--- src/rtl/handshake_pkg.sv ---
// Shared constants and helpers for the handshake block family.
// Holds default channel count/width and the round-robin wrap function.
package handshake_pkg;

   localparam int DEFAULT_N  = 4;
   localparam int DEFAULT_DW = 4;

   // Next round-robin position after ptr, wrapping explicitly at n so that
   // non-power-of-2 channel counts never reach an index >= n.
   function automatic int rr_next(input int ptr, input int n);
      return (ptr + 1 >= n) ? 0 : ptr + 1;
   endfunction

endpackage

--- src/rtl/handshake_rr_pick.sv ---
// Combinational round-robin pick: first set bit of req at or above ptr,
// wrapping from N-1 to 0. Produces a one-hot grant plus its index.
module handshake_rr_pick
   import handshake_pkg::*;
#(
   parameter int N  = DEFAULT_N,
   parameter int PW = $clog2(N)
) (
   input  logic [N-1:0]  req,
   input  logic [PW-1:0] ptr,
   output logic [N-1:0]  grant,
   output logic [PW-1:0] winner,
   output logic          any
);

   localparam logic [PW:0] N_W = (PW+1)'(N);

   logic [PW:0] sum;
   logic [PW:0] idx;

   // ptr < N and offset < N, so one conditional subtract is enough to wrap.
   always_comb begin
      grant  = '0;
      winner = '0;
      any    = 1'b0;
      sum    = '0;
      idx    = '0;
      for (int i = 0; i < N; i++) begin
         sum = {1'b0, ptr} + (PW+1)'(i);
         idx = (sum >= N_W) ? (sum - N_W) : sum;
         if (!any && req[idx[PW-1:0]]) begin
            any                 = 1'b1;
            grant[idx[PW-1:0]]  = 1'b1;
            winner              = idx[PW-1:0];
         end
      end
   end

endmodule

--- src/rtl/handshake_rr_arb.sv ---
// Round-robin arbiter feeding one registered valid/ready output stage
// from N requester channels, with a per-channel enable mask.
module handshake_rr_arb
   import handshake_pkg::*;
#(
   parameter int N  = DEFAULT_N,
   parameter int DW = DEFAULT_DW,
   parameter int PW = $clog2(N)
) (
   input  logic            clk,
   input  logic            rstn,
   input  logic [N-1:0]    valid_i,
   input  logic [N*DW-1:0] data_i,
   output logic [N-1:0]    ready_o,
   input  logic [N-1:0]    mask_i,
   output logic            valid_o,
   output logic [DW-1:0]   data_o,
   output logic [PW-1:0]   src_o,
   input  logic            ready_i
);

   // Handshake: a beat moves on a channel at a rising edge exactly when that
   // channel's valid and ready are both high; producers hold valid and data
   // until they see ready, and valid must never be derived from ready.

   logic          full;
   logic [PW-1:0] ptr;
   logic [N-1:0]  req;
   logic [N-1:0]  grant;
   logic [PW-1:0] winner;
   logic          any;
   logic          ld;
   logic [DW-1:0] win_data;

   assign req      = valid_i & mask_i;
   assign ld       = ~full | ready_i;
   assign valid_o  = full;
   assign win_data = data_i[int'(winner)*DW +: DW];

   // Gating with rstn keeps ready low for the whole reset pulse, even though
   // an empty stage would otherwise be loadable.
   assign ready_o  = (ld && rstn) ? grant : '0;

   handshake_rr_pick #(
      .N  (N),
      .PW (PW)
   ) u_pick (
      .req    (req),
      .ptr    (ptr),
      .grant  (grant),
      .winner (winner),
      .any    (any)
   );

   always_ff @(posedge clk or negedge rstn) begin
      if (!rstn) begin
         full   <= 1'b0;
         data_o <= '0;
         src_o  <= '0;
         ptr    <= '0;
      end else if (ld) begin
         if (any) begin
            full   <= 1'b1;
            data_o <= win_data;
            src_o  <= winner;
            ptr    <= PW'(rr_next(int'(winner), N));
         end else begin
            full   <= 1'b0;
         end
      end
   end

endmodule

--- config.mk ---
export PLATFORM = sky130hd
export DESIGN_NAME = handshake_rr_arb
export DESIGN_NICKNAME = d
export VERILOG_FILES = /design/src/rtl/handshake_pkg.sv /design/src/rtl/handshake_rr_pick.sv /design/src/rtl/handshake_rr_arb.sv
export SDC_FILE = /design/constraint.sdc
export NUM_CORES = 1
export LEC_CHECK = 0
export ABC_CLOCK_PERIOD_IN_PS = 6300
export CORE_UTILIZATION = 47
export DETAILED_ROUTE_END_ITERATION = 10
export PLACE_DENSITY = 0.84
export RECOVER_POWER = 25
export SLEW_MARGIN = 40
export SYNTH_ARGS = -nofsm -noshare
export SYNTH_HDL_FRONTEND = slang
export SYNTH_SLANG_ARGS = --single-unit
--- constraint.sdc ---
create_clock -name clk -period 6.3 [get_ports clk]
set_input_delay 0.63 -clock clk [delete_from_list [all_inputs] [get_ports clk]]
set_output_delay 0.63 -clock clk [all_outputs]
set_load 0.02 [all_outputs]
==> results.md <==
- Critical path endpoint category: primary output
- DPL Wire Length: 1.99 mm
- DP Worst Slack: 2580 ps
- Syn nets: 138
- # DRC: 0
- Number of nets in the layout: 178
- Setup Buffers After CTS: 0
- Vias: 992
- Hold depth: 2
- Critical path arrival: 3420 ps
- Logic pwr share: 70.8%
- Layout cell share with drive strength beyond 1: 12.0%
- GP Congestion: 0.850
- Overall power: 0.000557 W
- Maxcap violations: 0
- Int Power: 0.000302 W
- Main synth FF type: dfrtp_1
- Crit path time final: 4050 ps
- Initial core utilization: 50.9%
- GRT overflow: 0
- Reg power frac: 21.2%
- H-tree levels: 1
- Setup crit start: ptr[0]
- Syn Inst Count: 103
- Depth of the worst register-to-register path: 7
- Flops & latches, synth: 9
- Worst slew pin tran: 719 ps
- RR Startpoint: ptr[0]
- Post-route cell area: 1420 sq um
- Clock latency at the later pin of the worst-skew pair: 260 ps
- Avg Cell Area, Syn: 9.80 sq um
- CP Class: register to primary output
- Vias in the first global route: 982
- Initial antenna violation count: 0
- Crit Path Max Fanout: 15
- 1st-pass router iterations: 4
- Fraction of registers with async set/reset: 100%
- Floorplan row count: 16
- Slew Limit Fails: 0
- Port-buffer cells: 37
- Full die area: 2340 sq um
- N_diodes: 0
- Clk Tree Root Cell: clkbuf_4
- Sequential fraction of the synthesis area: 22.3%
- CTS tree: yes
- R2R Setup Slk: 3340 ps
- Outcome: finished, final reports clean
- Fmax: 247 MHz
- Switching Power: 0.000255 W
- Largest net degree at the start of global routing: 16
- Static Leakage: 0.590 nW
- Num CTS Buffers: 3
- Final critical-path share of the clock period: 64.3%
- Core area: 1980 sq um
- Detailed Route Iter0 Violations: 25
- Area Growth Syn to Fin: 40.3%
- Power per cell area: 393 nW/um^2
- Num ports: 38
- CTS Buffer Depth: 2
- Worst relative slew slack: 51.5%
- Hold_buf cts: 0
- Final Core Density: 71.5%
- Final Hold Fails: 0
- Yosys cell types: 38
- Yosys warns: 0
- Setup TNS: 0 ps
- # resized after CTS: 0
- Post-route setup slack: 2250 ps
- Vias per cell: 5.87
- RSZ-0062 raised after global routing: false
- DRT Wirelength: 2.53 mm
- # setup viols final: 0
- Startpoint types: register
- Hold crit path type: register to register
- ANT nets after route: 0
- First-pass GRT wire length: 4.13 mm
- Worst-path clk slew: 60 ps
- CP Capture Point: ready_o[0]
- Synth Cell Area: 1010 sq um
- Die Height: 48.4 um
- # fillers: 151
- WL/cell: 15.0 um
- Required @ worst endpoint: 5670 ps
- Worst VDD drop: 0.320 mV
- Clk pwr share: 8.1%
- Placed Area: 1390 sq um
- Post-synth EDFFs: 0
- Sw Ratio: 45.8%
- Die Wd: 48.4 um
- GR Util All Layers: 22.8%
- Critical R2R Capture: data_o[1]
- CTS sink cnt: 9
- Clock Skew: 2.28 ps
[registers in the layout, summed over array words and instances, names as in the netlist]
register	cells
data_o	4
valid_o	1
src_o	2
ptr	2
[worst max-delay path, cell delays in order, from the launching register on]
cell and delay [ps]:
dfrtp_1 710, inv_2 220, ha_1 480, nand3_1 130, o311ai_0 630, nand3_1 190, a21oi_1 190, clkdlybuf4s50_1 620
[layer usage]
layer	GRT usage [%]	part of all wire, %
met5	0	0
met4	5.39	0.28
met3	5.66	3.2
met2	41.5	53
met1	26.8	43
[cell usage in the layout (no fill, tap or decap), types with 2 or more instances in the layout]
master / count
mux2i_1: 8
nand3_1: 7
xnor2_1: 2
clkdlybuf4s50_1: 36
nor2_1: 2
ha_1: 8
nor3_1: 6
mux4_1: 2
and2_2: 4
a21oi_1: 4
nand2_1: 8
o32ai_1: 4
mux4_2: 2
a211oi_1: 4
o21ai_0: 4
and2_1: 3
clkbuf_4: 3
nand2b_1: 2
a22o_1: 4
dfrtp_1: 9
[kinds of logic (layout without fill, tap and decap cells)]
kind of cell,Yosys count,after routing,share of synthesized area (%)
simple gates,37,37,19.8
compound gates,28,28,21.3
mux,14,14,20.9
flops,9,9,22.3
fa+ha+maj,8,8,9.91
buf+inv,4,43,3.10
xor+xnor,3,3,2.60
[cell type report]
class	count	area (sq um)	area share, %
tap	27	33.8	2.39
clock buffer	4	26.3	1.86
inverter	2	7.51	0.530
sequential	9	225	15.9
multi-input combinational	90	753	53.2
timing repair buffer	37	370	26.1
[through the flow]
| stage | hold WS (ps) | cells |
|---|---|---|
| floorplan | 334 | 103 |
| global placement | 465 | 165 |
| detailed placement | 475 | 165 |
| CTS | 490 | 169 |
| global route | 536 | 169 |
| finish | 489 | 169 |
[synth_stat cells, drive strengths merged, types with 4 or more instances]
cell type | n | area [sq um]
a211oi | 4 | 30.0
a21oi | 4 | 20.0
a22o | 5 | 45.0
and2 | 8 | 55.1
dfrtp | 9 | 225
ha | 8 | 100
mux2i | 9 | 103
mux4 | 4 | 97.6
nand2 | 9 | 36.3
nand3 | 7 | 35.0
nor3 | 6 | 30.0
o21ai | 4 | 20.0
o32ai | 4 | 35.0
[worst min path at each step]
| stage | startpoint | endpoint | slack, ps |
|---|---|---|---|
| 6_report | src_o[0] | src_o[0] | 490 |
| 5_1_grt | src_o[0] | src_o[0] | 540 |
| 4_1_cts | src_o[1] | src_o[1] | 490 |
| 3_5_place_dp | src_o[1] | src_o[1] | 480 |
| 3_3_place_gp | src_o[1] | src_o[1] | 460 |
| 2_1_floorplan | rstn | data_o[0] | 330 |
[power groups by stage]
stage / sequential (W) / combinational [W] / clock (W)
3_3_place_gp: 0.000116 / 0.000382 / 0
6_report: 0.000118 / 0.000394 / 0.0000449
3_5_place_dp: 0.000117 / 0.000393 / 0
2_1_floorplan: 0.000126 / 0.000276 / 0
5_1_grt: 0.000122 / 0.000421 / 0.0000510
4_1_cts: 0.000117 / 0.000395 / 0.0000465
No activity file was read; power rests on OpenSTA's default activity.
